File: src/rtl/prog_fetch_unit.sv
// Instruction-fetch stage: owns the PC, reads a synchronous program memory and
// hands each word to decode over valid/ready. Optional wrap halt: FETCH_WRAP_HALT_EN.
module prog_fetch_unit #(
  parameter int                ADDR_W   = 12,
  parameter int                DATA_W   = 8,
  parameter int                OPC_W    = 4,
  parameter logic [ADDR_W-1:0] RESET_PC = '0
) (
  input  logic                    clk,
  input  logic                    reset,
  input  logic                    enable,
  input  logic                    load,
  input  logic [ADDR_W-1:0]       load_addr,
  output logic [ADDR_W-1:0]       mem_addr,
  output logic                    mem_rd,
  input  logic [DATA_W-1:0]       mem_data,
  output logic                    out_valid,
  input  logic                    out_ready,
  output logic [DATA_W-1:0]       program_byte,
  output logic [OPC_W-1:0]        instr,
  output logic [DATA_W-OPC_W-1:0] oprnd,
  output logic [ADDR_W-1:0]       pc
`ifdef FETCH_WRAP_HALT_EN
  ,
  output logic                    wrap_err
`endif
);

  typedef enum logic [1:0] {
    S_IDLE,
    S_FETCH,
    S_CAPTURE,
    S_VALID
  } state_t;

  state_t              r_state;
  state_t              w_next;
  logic [ADDR_W-1:0]   r_pc;
  logic [DATA_W-1:0]   r_program_byte;
  logic                w_halt;

`ifdef FETCH_WRAP_HALT_EN
  logic r_wrap_err;
  logic w_pc_max;

  assign w_pc_max = &r_pc;
  assign w_halt   = r_wrap_err;
  assign wrap_err = r_wrap_err;

  // Sticky until a jump re-arms the unit; blocks new fetches while set.
  always_ff @(posedge clk or posedge reset) begin
    if (reset) begin
      r_wrap_err <= 1'b0;
    end else if (load) begin
      r_wrap_err <= 1'b0;
    end else if ((r_state == S_CAPTURE) && w_pc_max) begin
      r_wrap_err <= 1'b1;
    end
  end
`else
  assign w_halt = 1'b0;
`endif

  always_ff @(posedge clk or posedge reset) begin
    if (reset) begin
      r_state <= S_IDLE;
    end else begin
      r_state <= w_next;
    end
  end

  always_comb begin
    w_next = r_state;
    if (load) begin
      w_next = S_IDLE;
    end else begin
      unique case (r_state)
        S_IDLE:    if (enable && !w_halt) w_next = S_FETCH;
        S_FETCH:   w_next = S_CAPTURE;
        S_CAPTURE: w_next = S_VALID;
        S_VALID:   if (out_ready) w_next = (enable && !w_halt) ? S_FETCH : S_IDLE;
        default:   w_next = S_IDLE;
      endcase
    end
  end

  // A jump wins over capture: the word read for the old stream is dropped.
  always_ff @(posedge clk or posedge reset) begin
    if (reset) begin
      r_pc           <= RESET_PC;
      r_program_byte <= '0;
    end else if (load) begin
      r_pc           <= load_addr;
    end else if (r_state == S_CAPTURE) begin
      r_program_byte <= mem_data;
      r_pc           <= r_pc + 1'b1;
    end
  end

  assign mem_addr     = r_pc;
  assign mem_rd       = (r_state == S_FETCH);
  assign out_valid    = (r_state == S_VALID);
  assign program_byte = r_program_byte;
  assign instr        = r_program_byte[DATA_W-1 -: OPC_W];
  assign oprnd        = r_program_byte[DATA_W-OPC_W-1:0];
  assign pc           = r_pc;

endmodule

File: config.mk
export PLATFORM = sky130hd
export DESIGN_NAME = prog_fetch_unit
export DESIGN_NICKNAME = d
export VERILOG_FILES = /design/src/rtl/prog_fetch_unit.sv
export SDC_FILE = /design/constraint.sdc
export NUM_CORES = 1
export LEC_CHECK = 0
export ABC_AREA = 1
export BUFFER_PORTS_ARGS = -buffer_cell sky130_fd_sc_hd__buf_4
export CORE_MARGIN = 8
export CORE_UTILIZATION = 50
export CTS_CLUSTER_SIZE = 25
export DETAILED_ROUTE_END_ITERATION = 8
export PLACE_DENSITY = 0.88
export RECOVER_POWER = 25
export SYNTH_ARGS = -nofsm -noshare
export SYNTH_HDL_FRONTEND = slang
export SYNTH_SLANG_ARGS = --single-unit
File: constraint.sdc
create_clock -name clk -period 4 [get_ports clk]
set_clock_uncertainty 0.2 [all_clocks]
set_input_delay 0.4 -clock clk [delete_from_list [all_inputs] [get_ports clk]]
set_output_delay 0.4 -clock clk [all_outputs]
set_load 0.02 [all_outputs]
# Word level (Yosys, flattened, before mapping)
# Cells that the tools add are included.
[totals] register_bits=22 output_inout_bits=42
[classes] add_sub_neg=1 eq_ne=5 n_mux=7 n_bitwise=1 reduce_logical=4
[op_table] operator="$mux W12" n=2
[op_table] operator="$add A12 B1 Y12 const B" n=1
[op_table] operator="$pmux W2 S4" n=1
[op_table] operator="$mux W2" n=3
[op_table] operator="$eq A2 B2 Y1 const B" n=2
[op_table] operator="$reduce_and A2 Y1" n=2
[op_table] operator="$ne A3 B2 Y1 const B" n=1
[op_table] operator="$ne A3 B3 Y1 const B" n=1
[op_table] operator="$eq A2 B1 Y1 const B" n=1
[op_table] operator="$logic_not A2 Y1" n=1
[op_table] operator="$reduce_bool A2 Y1" n=1
[op_table] operator="$mux W1" n=1
[op_table] operator="$not A1 Y1" n=1

# Longest topological paths before layout
[logic_depth] word_depth=4 ltp_mapped=8

# Worst setup path after synthesis
# Ideal clock, no wire load.
[synth_path] path_kind="flip-flop to flip-flop" start="reg r_pc[1], in the netlist mem_addr[1]" end="reg r_pc[4], in the netlist mem_addr[4]" setup_time_ns=0.127 t_arrival_ns=1.226 t_required_ns=3.673 setup_slack_ns=2.447 stages_incl_launch_ff=9 n_path_buf=0 synth_period_minus_slack_ns=1.553 path_cell_list="dfrtp_1 > ha_1 > nand2_2 > inv_2 > nand2_1 > nand2_1 > inv_1 > o21ai_1 > nand3_1"
[synth_via] elab_chain_len=3
[synth_rtl] item="start: declaration" line_no="38" rtl="logic [ADDR_W-1:0] r_pc;"
[synth_rtl] item="start signal: assignment" line_no="93" rtl="r_pc <= load_addr;"
[synth_rtl] item="start signal: assignment" line_no="96" rtl="r_pc <= r_pc + 1'b1;"
[synth_rtl] item="$add A12 B1 Y12" line_no="96"
[synth_rtl] item="$mux W12" line_no="94" rtl="end else if (r_state == S_CAPTURE) begin"
[synth_rtl] item="$mux W12" line_no="92" rtl="end else if (load) begin"
# No other way between the ends. The select of a mux whose other input is x is not followed.
# A chain may end at the register's enable or synchronous reset.

# Worst setup path after layout
[layout_path] start="reg r_state[1]" end="out mem_rd"
[layout_via] elab_chain_len=1
[layout_rtl] item="start: declaration" line_no="36" rtl="state_t r_state;"
[layout_rtl] item="start signal: assignment" line_no="68" rtl="r_state <= w_next;"
[layout_rtl] item="$eq A2 B1 Y1" line_no="101" rtl="assign mem_rd = (r_state == S_FETCH);"
[layout_rtl] item="end: declaration" line_no="15" rtl="output logic mem_rd,"
# No other way between the ends.

==> results.txt <==
outcome: finished clean
synthesized area per cell: 7.89 µm²
cell taking the most area after synthesis: dfrtp_1
Slew @ Worst Pin: 0.856 ns
top cells by area, synth: dfrtp_1 (39%), nand2_1 (16%), buf_4 (11%), nand3_1 (4.9%), ha_1 (4.4%)
top-area cell type share of the netlist area: 38.6%
R2R setup slack: 2.29 ns
max-cap violations: 0
Critical Path End: mem_rd
FF-to-FF Start: r_state[0]
Crit-path slowest cell: dfrtp_1
Area Growth Syn to Fin: 26.3%
Starting Density: 52.2%
WL per Instance: 12.9 µm
cts repair resizes: 0
largest net degree at the start of global routing: 23
critical path class: reg2out
Post-DRT Antenna Nets: 0
Reg2Reg Capture Point: mem_addr[5]
pwr/cell area: 642 nW/µm²
Layout Cells excl Fill: 257
R2R depth: 6
die area: 4820 µm²
Iter 0 DRT Violations: 29
Worst-path clk slew: 0.12 ns
Sequential Power Share: 34.0%
crit path time final: 1.77 ns
Root Buffer: clkbuf_4
post-route DRC violation count: 0
area of the multi-input gates: 621 µm²
Pre-antenna DRT Iters: 4
CP max stage delay: 0.42 ns
Clock power frac: 8.9%
drt total wl: 3320 µm
DP HPWL: 2590 µm
critical path cell sequence: inv_1, ha_1, buf_4
GP Congestion: 0.821
Seq. cell area: 551 µm²
vias in the first global route: 1,346
launch point of the worst path: r_state[1]
most frequent cells in the layout: buf_4 (65), nand2_1 (59), dfrtp_1 (22)
Skew-Pair Late Insertion Delay: 0.31 ns
yosys warns: 0
clk sinks: 22
filler cell count: 251
FMAX: 564 MHz
switching power: 551 µW
Hold Violations, Final: 0
GR Util All Layers: 13.7%
Combinational Power Share: 57.1%
share of cells above drive strength 1: 38.9%
number of flops mapped to enable cells by yosys: 0
Max Buffers Root-to-Sink: 2
ys async rst share: 100%
Worst setup EP type: output pin
CP arrival: 1.17 ns
CTS buffer count: 3
setup TNS: 0 ns
Setup violations, final: 0
worst-path fanout max: 4
sequential fraction of the synthesis area: 38.6%
RSZ-0062 raised after global routing: no
chip width: 69.4 µm
placed insts: 254
Internal: 606 µW
worst hold path type: in2async
Slew Limit Fails: 0
final cycle utilization of the critical path: 44.3%
hold_buf cts: 0
startpoint types: flop
htree depth: 1
post-CTS setup buffer count: 0
core region area: 2730 µm²
flops & latches, synth: 22
Critical Path RT: 3.40 ns
Via density: 4.96
gr ovfl total: 0
Static Leak: 0.991 nW
syn_nets: 211
Sw Ratio: 47.6%
first-pass GRT wire length: 5740 µm
row cnt: 19
initial antenna violation count: 0
port buffer count: 66
ys flop type: dfrtp_1
fin nets: 258
Final Hold Slack: 0.0471 ns
Synth cell types: 24
Antenna diodes: 0
Mapped Cells: 181
worst rel slew slack: 42.8%
Vias: 1,275
synthesized cell area: 1430 µm²
die height: 69.4 µm
CTS tree: done
IO Pins: 67
peak supply drop: 0.456 mV
most common cell after layout, fill and taps aside: buf_4
## Yosys cell counts, types with 3 or more instances
cell	instances
nand2_1	59
nor2_4	3
dfrtp_1	22
a22oi_1	7
nand2_2	4
nor2_1	6
nand3_1	14
inv_2	6
o21ai_1	5
inv_1	14
buf_4	20
ha_1	5
## layer usage
metal,wire length [µm],GRT usage (%),part of all wire (%)
met3,282,4.58,8.5
met2,1580,22.7,48
met4,29,3.42,0.87
met5,0,0,0
met1,1420,16.4,43
## state kept, by name, summed over array words and instances (netlist names)
| name | flops |
|---|---|
| r_state | 2 |
| program_byte | 8 |
| mem_addr | 12 |
## worst min path at each step
stage | startpoint | cells past startpoint | slack [ns] | endpoint
2_1_floorplan | reset | 1 | 0.19 | mem_addr[0]
3_3_place_gp | program_byte[1] | 2 | 0.30 | program_byte[1]
3_5_place_dp | program_byte[0] | 2 | 0.30 | program_byte[0]
4_1_cts | mem_data[5] | 3 | 0.06 | program_byte[5]
5_1_grt | mem_data[1] | 3 | 0.08 | program_byte[1]
6_report | reset | 2 | 0.05 | r_state[0]
## worst max-delay path, delay by kind of cell (launching register included)
kind,cells,cell delay [ns]
flip-flops,1,0.42
buffers and inverters,2,0.27
adder cells (fa/ha/maj),1,0.17
## metrics by stage
step                      util, %  cell area (µm²)  setup slack, ns  power, mW
final                        65.9             1800             2.23       1.16
after detailed placement     65.1             1780             2.31       1.07
after CTS                    65.9             1800             2.22       1.17
after global placement       65.1             1780             2.37       1.05
after floorplan                 -             1430             2.45      0.871
after global routing         65.9             1800             2.16       1.24
## power groups by stage
stage	Clock, mW	Combinational, mW	Sequential (mW)
after floorplan	0	0.407	0.464
after global placement	0	0.655	0.396
after detailed placement	0	0.672	0.397
after CTS	0.107	0.673	0.395
after global routing	0.111	0.716	0.410
final	0.103	0.660	0.394
## kinds of logic after synthesis
logic type      count (synthesis)  synth area share [%]
simple gates                   90                  28.5
compound gates                 18                  9.38
xor+xnor                        2                  1.23
flops                          22                  38.6
fa+ha+maj                       5                  4.38
buf+inv                        44                  18.0
## area by class of cell
class	count	area share, %
clock buffers	3	1.25
repair buffers	66	27.5
multi-input cells	115	34.4
well taps	31	2.15
inverters	20	4.16
flip-flops and latches	22	30.5
No activity file was read; power rests on OpenSTA's default activity.
